**src/rtl/atm_input_frontend_if.sv**
```systemverilog
// Input-side bundle of the ATM front end: raw buttons, keypad, PIN data and the conditioned controller inputs.
// master drives the raw side and reads the conditioned side; slave is the front end itself.
interface atm_input_frontend_if #(
    parameter int PIN_DIGITS = 4,
    parameter int DIGIT_W    = 4
);
    logic                          btn_back;
    logic                          btn_enter;
    logic                          key_strobe;
    logic [DIGIT_W-1:0]            key_digit;
    logic [1:0]                    opt_sel;
    logic [PIN_DIGITS*DIGIT_W-1:0] stored_pin;
    logic                          pin_clear;
    logic                          B;
    logic                          E;
    logic                          V;
    logic                          O2;
    logic                          O1;
    logic [2:0]                    digit_count;
    logic                          locked;

    modport master (
        output btn_back, btn_enter, key_strobe, key_digit, opt_sel, stored_pin, pin_clear,
        input  B, E, V, O2, O1, digit_count, locked
    );

    modport slave (
        input  btn_back, btn_enter, key_strobe, key_digit, opt_sel, stored_pin, pin_clear,
        output B, E, V, O2, O1, digit_count, locked
    );
endinterface

```
**src/rtl/atm_input_frontend.sv**
```systemverilog
// ATM input front end: sync/debounce of buttons, keypad and options, PIN collect/check, B/E/V/O2/O1 outputs.
// Latency: raw press to B/E pulse DEBOUNCE_CYCLES+3 clk, V two clk after E; no backpressure, inputs are free-running.
module atm_input_frontend #(
    parameter int DEBOUNCE_CYCLES = 4,
    parameter int PIN_DIGITS      = 4,
    parameter int DIGIT_W         = 4,
    parameter int MAX_TRIES       = 3
) (
    input  logic                 clk,
    input  logic                 rst_n,
    atm_input_frontend_if.slave  bus
);

    localparam int NB = 5;
    localparam int CW = $clog2(DEBOUNCE_CYCLES + 1);
    localparam int PW = PIN_DIGITS * DIGIT_W;
    localparam int TW = $clog2(MAX_TRIES + 1);

    // Bit map of the conditioned vector: 4 back, 3 enter, 2 strobe, 1:0 options.
    localparam int I_BACK   = 4;
    localparam int I_ENTER  = 3;
    localparam int I_STROBE = 2;

    typedef enum logic [1:0] {
        COLLECT = 2'd0,
        CHECK   = 2'd1,
        PASS    = 2'd2,
        LOCK    = 2'd3
    } state_t;

    logic [NB-1:0]      raw;
    logic [NB-1:0]      sync1;
    logic [NB-1:0]      sync2;
    logic [NB-1:0]      deb;
    logic [CW-1:0]      cnt [NB];
    logic [2:0]         deb_d;
    logic [DIGIT_W-1:0] dig1;
    logic [DIGIT_W-1:0] dig2;

    logic ev_back;
    logic ev_enter;
    logic ev_strobe;

    state_t        state;
    state_t        state_nxt;
    logic [PW-1:0] pin_buf;
    logic [2:0]    count;
    logic [TW-1:0] tries;
    logic [TW-1:0] tries_inc;
    logic          pin_match;
    logic          clr_req;

    logic do_clear;
    logic do_shift;
    logic do_fail;
    logic v_nxt;
    logic locked_nxt;

    logic       back_pulse;
    logic       enter_pulse;
    logic       v_lvl;
    logic       locked_lvl;
    logic [1:0] opt_lat;

    assign raw = {bus.btn_back, bus.btn_enter, bus.key_strobe, bus.opt_sel};

    always_ff @(posedge clk or negedge rst_n) begin
        if (!rst_n) begin
            sync1 <= '0;
            sync2 <= '0;
            dig1  <= '0;
            dig2  <= '0;
        end else begin
            sync1 <= raw;
            sync2 <= sync1;
            dig1  <= bus.key_digit;
            dig2  <= dig1;
        end
    end

    // A level is accepted only after DEBOUNCE_CYCLES unbroken mismatching samples.
    always_ff @(posedge clk or negedge rst_n) begin
        if (!rst_n) begin
            for (int i = 0; i < NB; i++) cnt[i] <= '0;
            deb <= '0;
        end else begin
            for (int i = 0; i < NB; i++) begin
                if (sync2[i] == deb[i]) begin
                    cnt[i] <= '0;
                end else if (cnt[i] == CW'(DEBOUNCE_CYCLES - 1)) begin
                    deb[i] <= sync2[i];
                    cnt[i] <= '0;
                end else begin
                    cnt[i] <= cnt[i] + 1'b1;
                end
            end
        end
    end

    always_ff @(posedge clk or negedge rst_n) begin
        if (!rst_n) begin
            deb_d     <= '0;
            ev_back   <= 1'b0;
            ev_enter  <= 1'b0;
            ev_strobe <= 1'b0;
        end else begin
            deb_d     <= deb[I_BACK:I_STROBE];
            ev_back   <= deb[I_BACK]   & ~deb_d[2];
            ev_enter  <= deb[I_ENTER]  & ~deb_d[1];
            ev_strobe <= deb[I_STROBE] & ~deb_d[0];
        end
    end

    // Back and pin_clear share one internal clear path; back also wins over enter.
    assign clr_req   = ev_back | bus.pin_clear;
    assign pin_match = (count == 3'(PIN_DIGITS)) && (pin_buf == bus.stored_pin);
    assign tries_inc = (tries == TW'(MAX_TRIES)) ? tries : tries + 1'b1;

    always_ff @(posedge clk or negedge rst_n) begin
        if (!rst_n) state <= COLLECT;
        else        state <= state_nxt;
    end

    always_comb begin
        state_nxt = state;
        case (state)
            COLLECT: begin
                if (clr_req)       state_nxt = COLLECT;
                else if (ev_enter) state_nxt = CHECK;
            end
            CHECK: begin
                if (pin_match)                         state_nxt = PASS;
                else if (tries_inc == TW'(MAX_TRIES))  state_nxt = LOCK;
                else                                   state_nxt = COLLECT;
            end
            PASS: begin
                if (clr_req) state_nxt = COLLECT;
            end
            LOCK:    state_nxt = LOCK;
            default: state_nxt = COLLECT;
        endcase
    end

    always_comb begin
        do_clear   = 1'b0;
        do_shift   = 1'b0;
        do_fail    = 1'b0;
        v_nxt      = 1'b0;
        locked_nxt = 1'b0;
        case (state)
            COLLECT: begin
                do_clear = clr_req;
                // A digit arriving with enter is dropped: the check sees the buffer as it was.
                do_shift = !clr_req && !ev_enter && ev_strobe && (count < 3'(PIN_DIGITS));
            end
            CHECK: begin
                do_fail = !pin_match;
            end
            PASS: begin
                do_clear = clr_req;
                v_nxt    = !clr_req;
            end
            LOCK: begin
                locked_nxt = 1'b1;
            end
            default: ;
        endcase
    end

    always_ff @(posedge clk or negedge rst_n) begin
        if (!rst_n) begin
            pin_buf <= '0;
            count   <= '0;
            tries   <= '0;
        end else begin
            if (do_clear || do_fail) begin
                pin_buf <= '0;
                count   <= '0;
            end else if (do_shift) begin
                pin_buf <= {pin_buf[PW-DIGIT_W-1:0], dig2};
                count   <= count + 3'd1;
            end
            if (do_fail) tries <= tries_inc;
        end
    end

    always_ff @(posedge clk or negedge rst_n) begin
        if (!rst_n) begin
            back_pulse  <= 1'b0;
            enter_pulse <= 1'b0;
            v_lvl       <= 1'b0;
            locked_lvl  <= 1'b0;
            opt_lat     <= '0;
        end else begin
            back_pulse  <= ev_back;
            enter_pulse <= ev_enter & ~ev_back;
            v_lvl       <= v_nxt;
            locked_lvl  <= locked_nxt;
            if (ev_enter && !ev_back) opt_lat <= deb[1:0];
        end
    end

    assign bus.B           = back_pulse;
    assign bus.E           = enter_pulse;
    assign bus.V           = v_lvl;
    assign bus.O2          = opt_lat[1];
    assign bus.O1          = opt_lat[0];
    assign bus.digit_count = count;
    assign bus.locked      = locked_lvl;

endmodule

```
**src/flat_wrapper.sv**
```systemverilog
// flat-port wrapper written by rule: the top's interface ports become plain ports
module atm_input_frontend_flat 
#(
    parameter int DEBOUNCE_CYCLES = 4,
    parameter int PIN_DIGITS      = 4,
    parameter int DIGIT_W         = 4,
    parameter int MAX_TRIES       = 3
)
  (clk, rst_n, bus_btn_back, bus_btn_enter, bus_key_strobe, bus_key_digit, bus_opt_sel, bus_stored_pin, bus_pin_clear, bus_B, bus_E, bus_V, bus_O2, bus_O1, bus_digit_count, bus_locked);
  atm_input_frontend_if #(.PIN_DIGITS(PIN_DIGITS), .DIGIT_W(DIGIT_W)) bus_i ();
  input  logic clk;
  input  logic rst_n;
  input wire logic [$bits(bus_i.btn_back)-1:0] bus_btn_back;
  input wire logic [$bits(bus_i.btn_enter)-1:0] bus_btn_enter;
  input wire logic [$bits(bus_i.key_strobe)-1:0] bus_key_strobe;
  input wire logic [$bits(bus_i.key_digit)-1:0] bus_key_digit;
  input wire logic [$bits(bus_i.opt_sel)-1:0] bus_opt_sel;
  input wire logic [$bits(bus_i.stored_pin)-1:0] bus_stored_pin;
  input wire logic [$bits(bus_i.pin_clear)-1:0] bus_pin_clear;
  output wire logic [$bits(bus_i.B)-1:0] bus_B;
  output wire logic [$bits(bus_i.E)-1:0] bus_E;
  output wire logic [$bits(bus_i.V)-1:0] bus_V;
  output wire logic [$bits(bus_i.O2)-1:0] bus_O2;
  output wire logic [$bits(bus_i.O1)-1:0] bus_O1;
  output wire logic [$bits(bus_i.digit_count)-1:0] bus_digit_count;
  output wire logic [$bits(bus_i.locked)-1:0] bus_locked;
  assign bus_i.btn_back = bus_btn_back;
  assign bus_i.btn_enter = bus_btn_enter;
  assign bus_i.key_strobe = bus_key_strobe;
  assign bus_i.key_digit = bus_key_digit;
  assign bus_i.opt_sel = bus_opt_sel;
  assign bus_i.stored_pin = bus_stored_pin;
  assign bus_i.pin_clear = bus_pin_clear;
  assign bus_B = bus_i.B;
  assign bus_E = bus_i.E;
  assign bus_V = bus_i.V;
  assign bus_O2 = bus_i.O2;
  assign bus_O1 = bus_i.O1;
  assign bus_digit_count = bus_i.digit_count;
  assign bus_locked = bus_i.locked;
  atm_input_frontend #(.DEBOUNCE_CYCLES(DEBOUNCE_CYCLES), .PIN_DIGITS(PIN_DIGITS), .DIGIT_W(DIGIT_W), .MAX_TRIES(MAX_TRIES)) u_core (.clk(clk), .rst_n(rst_n), .bus(bus_i));
endmodule
```
**config.mk**
```make
export PLATFORM = sky130hd
export DESIGN_NAME = atm_input_frontend_flat
export DESIGN_NICKNAME = d
export VERILOG_FILES = /design/src/rtl/atm_input_frontend_if.sv /design/src/rtl/atm_input_frontend.sv /design/src/flat_wrapper.sv
export SDC_FILE = /design/constraint.sdc
export NUM_CORES = 1
export LEC_CHECK = 0
export ABC_AREA = 1
export ABC_CLOCK_PERIOD_IN_PS = 3700
export CAP_MARGIN = 20
export CORE_MARGIN = 4
export CORE_UTILIZATION = 40
export DETAILED_ROUTE_END_ITERATION = 10
export SLEW_MARGIN = 10
export SYNTH_ARGS = -nofsm -noshare
export SYNTH_HDL_FRONTEND = slang
export SYNTH_SLANG_ARGS = --single-unit
```
**constraint.sdc**
```tcl
create_clock -name clk -period 3.7 [get_ports clk]
set_input_delay 1.11 -clock clk [delete_from_list [all_inputs] [get_ports clk]]
set_output_delay 1.11 -clock clk [all_outputs]
set_load 0.01 [all_outputs]
```
==> impl_metrics.yaml <==
global_routing:
  antenna_found_initial: 0
  grt_first_pass_wirelength_mm: 8.321
  grt_max_degree: 74
  grt_pass1_vias: 1838
  grt.total_usage: 0.1208
  grt-ovfl-total: 0
cts:
  cts_tree: "yes"
  clk_latency_ns: 0.33
  root_buffer: "clkbuf_8"
  post_cts_buffers: 0
  cts_max_path_buffers: 2
  post_cts_resize_count: 0
  h-tree-depth: 3
  cts_buffers: 9
  hold_buffers: 0
  clock_sinks: 73
  clk_pin_slew_ns: 0.07
floorplanning:
  start_util: 0.4170
  die_y_um: 95.65
  dieArea_sq_um: 9149
  rows: 31
  core_sq_um: 7370
  die_w_um: 95.65
  io_pins: 37
yosys:
  async_flop_share: 1.000
  syn-num-nets: 361
  ys_types: 25
  synth_area_per_cell_sq_um: 9.426
  synthSimpleGateAreaFrac: 0.2007
  synth_xor_area_frac: 0.02850
  synthAdderAreaFrac: 0.02850
  synth_top_family_by_area: "simple AND/OR/NAND/NOR gates"
  synth-edff-count: 0
  synth_compound_area_frac: 0.04438
  ys_ff_latch: 73
  synth_top_flop_cell: "dfrtp_1"
  syn_inst: 326
  synthMuxAreaShare: 0.003664
  yosysWarnings: 0
  seq_area_frac_synth: 0.5945
  synth_area_sq_um: 3073
routing:
  detail_route.vias_per_cell: 4.192
  routed.top_layer: "met4"
  met1_length_mm: 2.269
  detailedRoute.firstIterationViolations: 74
  vias: 1983
  drtAntennaViolNets: 0
  dr_wl_met3_um: 203
  dr.pass1.iters: 4
  routed_wl_mm: 4.752
  avgRoutedWirePerCell_um: 10.05
  met2_length_mm: 2.172
  drc: 0
job:
  maxCapViolations: 0
cells_and_area:
  drive_above_1_share: 0.1096
  multi_input_area_sq_um: 939.7
  n_antenna_cell: 0
  nNetsFinal: 404
  final_cells: 473
  fin_area_sq_um: 3736
  fillers: 695
  area_growth_pct: 21.58
  regArea_sq_um: 1827
power_and_ir_drop:
  p_total_mw: 2.263
  vdd_ir_drop_max_v: 0.0002676
  power_leakage_nw: 1.725
  p_per_area_nw_per_um2: 605.8
timing:
  final_max_slew_viol_count: 0
  setup_viol: 0
  layout_worst_path_cycle_share: 0.6584
  setup_tns_ns: 0
  rsz0062_at_grt: "false"
  setup_ws_ns: 1.264
  finalClockSkew_ns: 0.007551
  relSlewSlack: 0.4086
  worst_pin_slew_ns: 0.8871
  fin_crit_ns: 2.436
  max_freq_ghz: 0.4105
  hold_viol: 0
place:
  dpl_cell_area_sq_um: 3516
  hpwl_mm: 3.313
  port_buffers: 36
  dp_slack_ns: 0.8866
  routabilityCongestion: 0.8017
  placed_cells: 457
worst_setup_path:
  worstPathArrival_ns: 2.69
  worst-path-max-fanout: 22
  cp-start-kind: "primary input"
  crit_required_ns: 3.96
  worstSetupEndpointType: "register"
  path_class: "primary input to register"
run_status:
  status: "complete, no violations"
min_path:
  hold_class: "register to register"
==> state kept, by name (all words and copies together) (netlist names) <==
register / cells
u_core.bus.E: 1
u_core.bus.V: 1
u_core.sync1: 5
u_core.bus.locked: 1
u_core.deb: 5
u_core.state: 2
u_core.ev_back: 1
u_core.bus.B: 1
u_core.pin_buf: 16
u_core.sync2: 5
u_core.deb_d: 3
u_core.tries: 2
u_core.bus.digit_count: 3
u_core.ev_strobe: 1
u_core.dig2: 4
u_core.opt_lat: 2
u_core.dig1: 4
u_core.cnt: 15
u_core.ev_enter: 1
==> layer usage <==
metal / vias up / global-route usage
met4: 0 / 0.05687
met1: 889 / 0.1548
li1: 1057 / -
met3: 10 / 0.04104
met2: 27 / 0.1836
met5: - / 0
==> area by class of cell <==
cell class	count	area share
Timing Repair Buffer	36	0.09578
Inverter	70	0.07167
Clock inverter	5	0.02110
Tap cell	99	0.03315
Sequential cell	73	0.4889
Clock buffer	11	0.03784
Multi-Input combinational cell	179	0.2515
==> per-stage QoR <==
| stage | utilization | hold slack (ns) |
|---|---|---|
| final | 0.5070 | 0.3448 |
| after global routing | 0.5070 | 0.3562 |
| after CTS | 0.5070 | 0.3474 |
| after detailed placement | 0.4771 | 0.3347 |
| after global placement | 0.4771 | 0.3318 |
| after floorplan | - | 0.3312 |
==> cell usage after synthesis, types with 4 or more instances <==
| cell type | n | area, sq um |
|---|---|---|
| nand2_1 | 71 | 266.5 |
| a21oi_1 | 6 | 30.03 |
| xnor2_1 | 9 | 78.83 |
| dfrtp_1 | 73 | 1827 |
| inv_1 | 65 | 244.0 |
| inv_2 | 4 | 15.01 |
| nor3_1 | 6 | 30.03 |
| nor2_1 | 32 | 120.1 |
| ha_1 | 7 | 87.58 |
| o21ai_0 | 6 | 30.03 |
| nor3b_1 | 5 | 37.54 |
| o21ai_1 | 12 | 60.06 |
| nor2_2 | 12 | 75.07 |
==> kinds of logic after synthesis <==
logic type,after synthesis
compound gates,25
xor+xnor,10
fa+ha+maj,7
buf+inv,74
flops,73
mux,1
simple gates,136
==> power breakdown <==
group	switching (mW)	internal [mW]	leakage, nW
combinational	0.297	0.226	0.688
clock	0.282	0.397	0.113
sequential	0.0996	0.962	0.923
total	0.678	1.59	1.72
==> critical path, cell delays in order <==
cell and delay, ns:
clkdlybuf4s50_1 0.46, nor2_4 0.18, nand3_2 0.11, nor2_4 0.13, nand3_4 0.22, clkinv_4 0.18, nand2_1 0.07, o21ai_1 0.07
inv_1 0.06, nor2_1 0.10
==> placed cells by master, fill, tap and decap left out, types with 6 or more instances in the layout <==
cell type	count
a21oi_1	6
clkbuf_8	10
clkdlybuf4s50_1	35
dfrtp_1	73
ha_1	7
inv_1	65
nand2_1	71
nor2_1	32
nor2_2	12
nor3_1	6
o21ai_0	6
o21ai_1	12
xnor2_1	9
==> worst paths after layout <==
| path | from | endpoint | slack [ns] | depth (start not counted) |
|---|---|---|---|---|
| worst max-delay path | bus_pin_clear | u_core.pin_buf[3] | 1.26 | 10 |
| worst max register to register | u_core.bus.digit_count[0] | u_core.pin_buf[3] | 2.03 | 10 |
| worst min-delay path | u_core.dig1[2] | u_core.dig2[2] | 0.34 | 0 |
| max in group asynchronous | rst_n | u_core.pin_buf[8] | 2.22 | 1 |
| min in group asynchronous | rst_n | u_core.pin_buf[4] | 0.89 | 1 |
| worst min register to register | u_core.dig1[2] | u_core.dig2[2] | 0.34 | 0 |
No activity file was read; power rests on OpenSTA's default activity.
